===== src/rtl/game_pkg.sv =====
// game_pkg: shared screen geometry, lane slot type and LFSR helper for all lanes
package game_pkg;
  localparam int SCREEN_WIDTH = 640;
  localparam int SCREEN_HEIGHT = 480;
  localparam int PLAYER_SZ = 32;
  localparam logic [7:0] LFSR8_TAPS = 8'hB8;
  typedef struct packed {
    logic act;
    logic [10:0] t;
  } slot_t;
  function automatic logic [7:0] lfsr8_next(input logic [7:0] x);
    return {x[6:0], ^(x & LFSR8_TAPS)};
  endfunction
endpackage


===== src/rtl/lane_lfsr.sv =====
// lane_lfsr: 8-bit spawn-randomness LFSR that shifts once per accepted step
module lane_lfsr
  import game_pkg::*;
#(
  parameter logic [7:0] SEED = 8'hA4
) (
  input  logic       clk,
  input  logic       rst_n,
  input  logic       step,
  output logic [7:0] lfsr
);
  localparam logic [7:0] INIT = (SEED == 8'h00) ? 8'h01 : SEED;
  // an all-zero state would lock up, so a zero seed starts from 1
  always_ff @(posedge clk or negedge rst_n)
    if (!rst_n) lfsr <= INIT;
    else if (step) lfsr <= lfsr8_next(lfsr);
endmodule


===== src/rtl/lane_traffic.sv =====
// lane_traffic: car slots of one road lane, their pixel mask and sticky player collision
module lane_traffic
  import game_pkg::*;
#(
  parameter logic [9:0] LANE_Y = 10'd160,
  parameter int LANE_H = 32,
  parameter int CAR_W = 48,
  parameter int NUM_CARS = 4,
  parameter int DIR = 0,
  parameter int MOVE_AMT = 2,
  parameter int GAP_STEPS = 40,
  parameter logic [7:0] SEED = 8'hA4
) (
  input  logic                clk,
  input  logic                rst_n,
  input  logic                move_followers,
  input  logic                enable,
  input  logic [9:0]          px,
  input  logic [9:0]          py,
  input  logic [9:0]          player_x,
  input  logic [9:0]          player_y,
  input  logic                clear_hit,
  output logic                car_pixel,
  output logic                hit,
  output logic [NUM_CARS-1:0] active
);
  localparam int CD_W = $clog2(GAP_STEPS + 2);
  localparam logic [10:0] SW = 11'(SCREEN_WIDTH);
  localparam logic [10:0] SH = 11'(SCREEN_HEIGHT);
  localparam logic [10:0] T_END = 11'(SCREEN_WIDTH + CAR_W);
  localparam logic [10:0] CW = 11'(CAR_W);
  localparam logic [10:0] MA = 11'(MOVE_AMT);
  localparam logic [10:0] PS = 11'(PLAYER_SZ);
  localparam logic [10:0] LY = 11'(LANE_Y);
  localparam logic [10:0] LY_END = 11'(int'(LANE_Y) + LANE_H);
  slot_t [NUM_CARS-1:0] slot, slot_nxt;
  logic [NUM_CARS-1:0] free_v, first_free, spawn_oh, cov, ovl;
  logic [CD_W-1:0] cooldown;
  logic [7:0] lfsr;
  logic [10:0] x11, y11, plx, ply;
  logic step, spawn, in_lane, on_screen, p_lane;
  assign step = move_followers & enable;
  assign x11 = {1'b0, px};
  assign y11 = {1'b0, py};
  assign plx = {1'b0, player_x};
  assign ply = {1'b0, player_y};
  assign in_lane = (y11 >= LY) && (y11 < LY_END);
  assign on_screen = (x11 < SW) && (y11 < SH);
  assign p_lane = (LY < ply + PS) && (ply < LY_END);
  assign free_v = ~active;
  assign first_free = free_v & (~free_v + NUM_CARS'(1));
  assign spawn = step && (cooldown == '0) && (lfsr[1:0] == 2'b00) && (|free_v);
  assign spawn_oh = spawn ? first_free : '0;
  lane_lfsr #(.SEED(SEED)) u_lfsr (
    .clk  (clk),
    .rst_n(rst_n),
    .step (step),
    .lfsr (lfsr)
  );
  for (genvar i = 0; i < NUM_CARS; i++) begin : g_slot
    logic [10:0] t_adv;
    logic h_cov, h_ovl;
    assign active[i] = slot[i].act;
    assign t_adv = slot[i].t + MA;
    assign slot_nxt[i] = spawn_oh[i] ? {1'b1, MA} :
                         (slot[i].act && t_adv < T_END) ? {1'b1, t_adv} :
                         slot[i].act ? '0 : slot[i];
    if (DIR == 0) begin : g_ltr
      assign h_cov = (x11 + CW >= slot[i].t) && (x11 < slot[i].t);
      assign h_ovl = (slot[i].t < plx + PS + CW) && (plx < slot[i].t);
    end else begin : g_rtl
      assign h_cov = (x11 + slot[i].t >= SW) && (x11 + slot[i].t < T_END);
      assign h_ovl = (plx + slot[i].t + PS > SW) && (plx + slot[i].t < T_END);
    end
    assign cov[i] = slot[i].act & h_cov;
    assign ovl[i] = slot[i].act & p_lane & h_ovl;
  end
  // slots and spawn cooldown advance only on accepted steps
  always_ff @(posedge clk or negedge rst_n)
    if (!rst_n) begin
      slot <= '0;
      cooldown <= '0;
    end else if (step) begin
      slot <= slot_nxt;
      cooldown <= spawn ? CD_W'(GAP_STEPS) : (cooldown != '0) ? cooldown - CD_W'(1) : cooldown;
    end
  // registered pixel mask and sticky hit where a new overlap beats a clear
  always_ff @(posedge clk or negedge rst_n)
    if (!rst_n) begin
      car_pixel <= 1'b0;
      hit <= 1'b0;
    end else begin
      car_pixel <= on_screen & in_lane & (|cov);
      hit <= (hit & ~clear_hit) | (|ovl);
    end
endmodule

===== config.mk =====
export PLATFORM = sky130hd
export DESIGN_NAME = lane_traffic
export DESIGN_NICKNAME = d
export VERILOG_FILES = /design/src/rtl/game_pkg.sv /design/src/rtl/lane_lfsr.sv /design/src/rtl/lane_traffic.sv
export SDC_FILE = /design/constraint.sdc
export NUM_CORES = 1
export LEC_CHECK = 0
export BUFFER_PORTS_ARGS = -buffer_cell sky130_fd_sc_hd__clkbuf_2
export CORE_MARGIN = 3
export CORE_UTILIZATION = 60
export DETAILED_ROUTE_END_ITERATION = 6
export PLACE_DENSITY = 0.89
export SYNTH_ARGS = -nofsm -noshare
export SYNTH_HDL_FRONTEND = slang
export SYNTH_SLANG_ARGS = --single-unit

===== constraint.sdc =====
create_clock -name clk -period 6.8 [get_ports clk]
set_input_delay 0.34 -clock clk [delete_from_list [all_inputs] [get_ports clk]]
set_output_delay 0.34 -clock clk [all_outputs]
set_load 0.01 [all_outputs]

==> results.yml, run 1 <==
setup_path:
  worst_setup_path_end_kind: "flop"
  start_kind: "primary input"
  critical_path_class: "primary input to flop"
  critPathMaxFanout: 10
  required_ns: 7.09
  crit_arrival_ns: 3.49
sta:
  finalHoldViolations: 0
  worst_pin_slew_ns: 1.201
  relSlewSlack_pct: 19.24
  fin_hold_ws_ns: 0.1537
  fin_skew_ns: 0.01428
  rsz0062_at_grt: "false"
  setup_violations: 0
  finalCriticalPeriod_ns: 3.206
  worst_slack_ns: 3.594
  drv_slew: 0
  post-route-period-util_pct: 47.15
  fmax_mhz: 311.9
  setup-tns-final_ns: 0
cts:
  cts_setup_buffers: 0
  clk_latency_ns: 0.36
  h-tree-depth: 3
  clockBufferDepth: 2
  numCtsBuffers: 9
  clk_pin_slew_ns: 0.07
  root_buffer: "clkbuf_16"
  cts_hold_buf: 0
  cts.sinks: 60
  cts_tree: "yes"
  ctsResizeCount: 0
placement:
  dpl-instance-area_um2: 7144
  pre_cts_ws_ns: 3.386
  dp_hpwl_um: 13990
  place_congestion: 0.9726
  placed_cells: 987
  portBuffers: 44
synthesis:
  netlist_area_um2: 6922
  synth_top_cell_by_area: "ha_1"
  yosysMostFrequentCell: "ha_1"
  yosysUniqueCellTypes: 78
  synth_edf_count: 0
  synthFlopType: "dfrtp_1"
  synthArstFlopShare_pct: 100.0
  synth_top_area_share_pct: 25.85
  netlist_instances: 829
  syn_nets: 1017
  synth_seq_area_share_pct: 21.75
  synthTopCellsByCount: "143 x ha_1, 75 x nand2_1, 69 x o21ai_0, 63 x a21oi_1, 57 x dfrtp_1"
  synth_seq_cells: 60
  yosysWarnings: 0
  synth_area_per_cell_um2: 8.349
  yosys-top-cells-area: "ha_1 26%, dfrtp_1 21%, o21ai_0 5.0%"
routing:
  drc: 0
  vias: 6739
  wl_um: 19270
  wl_met2_um: 8610
  initialDrtViolationCount: 749
  wl_met1_um: 8311
  met3_length_um: 1527
  via_per_inst: 6.719
  top_layer: "met5"
  drt_pre_antenna_iters: 5
  detail_route.wl_per_cell_um: 19.21
  drtAntennaViolNets: 0
floorplan:
  ioPinCount: 51
  die_y_um: 113.4
  initial_core_util_pct: 62.48
  design.core.area_um2: 11080
  die_area_um2: 12860
  num_rows: 38
  die_w_um: 113.4
grt:
  grt_pass1_vias: 6200
  grt_max_degree: 61
  grt_util_all_layers_pct: 30.49
  grt_pass1_wl_um: 31450
  antenna_found_initial: 0
  grt_overflow_total: 0
pwr:
  power_frac_clock_pct: 26.0
  combinationalPowerShare_pct: 41.9
  p_per_area_nw_per_um2: 247.4
  p_leak_nw: 3.424
  vdd_ir_drop_max_uv: 160.1
  internal-power_mw: 1.045
  seqPwrFrac_pct: 32.2
  p_sw_share_pct: 43.29
  p_sw_mw: 0.7973
final_layout:
  fin_cells: 1003
  final_design_area_no_fill_um2: 7445
  n_antenna_cell: 0
  layout-drive-gt1-share_pct: 9.618
  nets: 1046
  area_growth_pct: 7.556
run:
  cap_violations: 0
status:
  status: "completed"
min_path:
  hp-class: "primary input to asynchronous set/reset pin"
power by group through the flow:
stage	Sequential [mW]	Combinational, mW	Clock, mW
global route	0.608	0.871	0.497
finish	0.593	0.771	0.478
global placement	0.590	0.708	0
detailed placement	0.593	0.742	0
floorplan	0.534	0.597	0
CTS	0.587	0.757	0.478
sequential cells by signal (all words and copies together), names as in the netlist:
name         count
car_pixel        1
u_lfsr.lfsr      8
cooldown         6
hit              1
slot            40
active           4
area by class of cell:
class / count / area [µm²]
fillers: 862 / 3633
flip-flops and latches: 60 / 1505
well taps: 140 / 175.2
clock buffers: 9 / 225.2
repair buffers: 46 / 235.2
inverters: 57 / 214.0
multi-input cells: 684 / 5015
clock inverters: 7 / 75.07
through the flow:
| stage | util [%] | total power [mW] |
|---|---|---|
| CTS | 67.20 | 1.822 |
| finish | 67.20 | 1.842 |
| detailed placement | 64.49 | 1.336 |
| global route | 67.20 | 1.975 |
| global placement | 64.49 | 1.297 |
| floorplan | - | 1.131 |
routing by layer:
layer / GRT usage (%) / vias to the layer above
li1: - / 3199
met1: 41.74 / 3128
met2: 47.24 / 342
met3: 5.305 / 68
met4: 13.78 / 2
met5: 0 / -
worst paths after layout:
check                           depth (start not counted)           start  slack (ns)              to
worst max-delay path                                   11     player_x[4]        3.59             hit
worst min-delay path                                    2           rst_n        0.15       car_pixel
worst max register to register                          8        slot[37]        3.86        slot[37]
worst min register to register                          2  u_lfsr.lfsr[2]        0.46  u_lfsr.lfsr[2]
max in group asynchronous                               2           rst_n        6.09        slot[38]
min in group clk                                        3           py[6]        0.23       car_pixel
kinds of logic after synthesis:
kind of cell    synth area share, %
mux                          0.4519
flops                         21.75
xor+xnor                      1.898
simple gates                  18.96
fa+ha+maj                     25.99
buf+inv                       5.803
compound gates                25.14
layout by cell type (no fill, tap or decap), drive strengths merged, types with 7 or more instances in the layout:
cell type and n:
a211oi 11, dfrtp 57, nand2b 17, nand3 31, a21o 14, nor4 10, nor3 22, xnor2 10
nand4 13, nor2 40, clkbuf 53, inv 57, a31oi 20, and3 11, o21a 9, o21ai 74
and2 7, a211o 7, nand2 75, o211ai 11, a21oi 63, ha 143
critical path: stages:
cell	delay, ns
clkbuf_2	0.23
ha_1	0.31
o21ai_0	0.22
xor2_1	0.69
ha_1	0.39
o211ai_1	0.11
a211oi_1	0.07
a221o_1	0.33
maj3_1	0.35
a211o_1	0.36
nand4_1	0.09
Note: power is estimated with default switching activity, not from simulation.
==> run 2: changes to the inputs <==
Clock period 6.8 ns to 3.3 ns, I/O delays scaled along.
==> run 2 against run 1 <==
Total power is 110% higher. Global-route usage is 0.48 points higher. Via count is 0.56% higher. Sequential share of layout area is 0.21 points lower. Critical path depth is 2 lower. Clock skew is 0.00069 ns lower. Clock power is 110% higher. Sequential power is 110% higher. Highest routed layer is now met4.
==> results.yml, run 2 (same netlist as run 1, synthesis figures left out) <==
status:
  status: "completed"
floorplan:
  num_rows: 38
  die_y_um: 113.4
  design.core.area_um2: 11080
  die_area_um2: 12860
  die_w_um: 113.4
  initial_core_util_pct: 62.48
  ioPinCount: 51
routing:
  detail_route.wl_per_cell_um: 19.10
  wl_um: 19340
  wl_met1_um: 8263
  drt_pre_antenna_iters: 6
  drtAntennaViolNets: 0
  vias: 6777
  drc: 0
  via_per_inst: 6.690
  top_layer: "met4"
  wl_met2_um: 8529
  initialDrtViolationCount: 641
  met3_length_um: 1755
sta:
  relSlewSlack_pct: 48.10
  fin_hold_ws_ns: 0.05063
  finalCriticalPeriod_ns: 2.725
  rsz0062_at_grt: "false"
  post-route-period-util_pct: 82.59
  worst_pin_slew_ns: 0.7719
  setup_violations: 0
  setup-tns-final_ns: 0
  fmax_mhz: 366.9
  drv_slew: 0
  fin_skew_ns: 0.01359
  finalHoldViolations: 0
final_layout:
  post-route-util_pct: 67.90
  n_antenna_cell: 0
  final_common_cell: "ha_1"
  top_register: "slot"
  area_growth_pct: 8.677
  reg_top3: "slot (40), u_lfsr.lfsr (8), cooldown (6)"
  largest_reg_flops: 40
  layout_common_cells: "143 x ha_1, 75 x nand2_1, 69 x o21ai_0"
  nets: 1056
  layout-drive-gt1-share_pct: 10.54
  num-fill-cells: 904
  final_design_area_no_fill_um2: 7522
  multi_input_area_um2: 5015
  regArea_um2: 1505
setup_path:
  ff2ff_path_depth: 9
  rr_startpoint: "slot[6]"
  required_ns: 3.55
  critical_path_class: "flop to flop"
  crit_arrival_ns: 2.97
  start_kind: "flop"
  worst_setup_path_end_kind: "flop"
  critPathMaxFanout: 9
  cp-startpoint: "slot[6]"
pwr:
  power_mw: 3.826
  vdd_ir_drop_max_uv: 444.4
  p_per_area_nw_per_um2: 508.7
  p_leak_nw: 3.483
placement:
  portBuffers: 44
  dpl-instance-area_um2: 7212
  place_congestion: 0.9564
  dp_hpwl_um: 14460
cts:
  cts.sinks: 60
  cts_tree: "yes"
  cts_hold_buf: 1
  clk_latency_ns: 0.35
  clk_pin_slew_ns: 0.07
  numCtsBuffers: 9
  root_buffer: "clkbuf_16"
  cts_setup_buffers: 0
  clockBufferDepth: 2
  ctsResizeCount: 0
  h-tree-depth: 3
min_path:
  min-delay-start: "py[8]"
  holdPathStages: 3
  hp-class: "primary input to flop"
run:
  cap_violations: 0
grt:
  antenna_found_initial: 0
  grt_pass1_vias: 6359
  grt_util_all_layers_pct: 30.97
  grt_max_degree: 39
  grt_pass1_wl_um: 31750
  grt_overflow_total: 0
## run 2: changes by cell type in the layout (fill, tap and decap cells not counted)
cell | before | now
buf_4 | 2 | 11
clkinvlp_4 | 3 | 0
clkinv_4 | 0 | 2
clkinv_2 | 1 | 2
dlygate4sd3_1 | 0 | 1
## run 2: critical path, stage by stage (launching register included)
cell and delay (ns):
dfrtp_1 0.56, inv_1 0.25, ha_1 0.40, a41oi_1 0.24, o21ai_0 0.14, a21o_1 0.20
a211o_1 0.28, a21oi_1 0.14, o311ai_0 0.16, o211a_1 0.24
## run 2: final cells by class
cell class                      instances  share of cell area (%)
Inverter                               57                   2.844
Multi-Input combinational cell        684                   66.67
Clock buffer                            9                   2.994
Clock inverter                          7                  0.9980
Timing Repair Buffer                   56                   4.158
Tap cell                              140                   2.329
Sequential cell                        60                   20.01
## run 2: power by group
group | switching (mW) | internal (mW) | leakage, nW | total [mW]
logic | 0.946 | 0.661 | 2.58 | 1.61
clock network | 0.396 | 0.589 | 0.150 | 0.985
registers | 0.315 | 0.919 | 0.753 | 1.23
total | 1.66 | 2.17 | 3.48 | 3.83
## run 2: routing by layer
layer  vias to the layer above  GRT usage (%)
met4                         0          14.74
met5                         -              0
li1                       3215              -
met3                        69          6.101
met2                       352          47.27
met1                      3141          42.26
## run 2: final timing paths
| check | endpoint | slack (ns) |
|---|---|---|
| max | car_pixel | 0.57 |
| min | car_pixel | 0.05 |
| max reg2reg | car_pixel | 0.57 |
| min reg2reg | u_lfsr.lfsr[2] | 0.46 |
| max in group asynchronous | u_lfsr.lfsr[2] | 1.94 |
| min in group asynchronous | slot[9] | 0.39 |
## run 2: stage by stage
| stage | worst slack [ns] | std cells |
|---|---|---|
| final | 0.5746 | 1013 |
| after global routing | 0.4698 | 1013 |
| after CTS | 0.6859 | 1013 |
| after detailed placement | 0.3593 | 996 |
| after global placement | 0.4382 | 996 |
| after floorplan | 0.8688 | 829 |
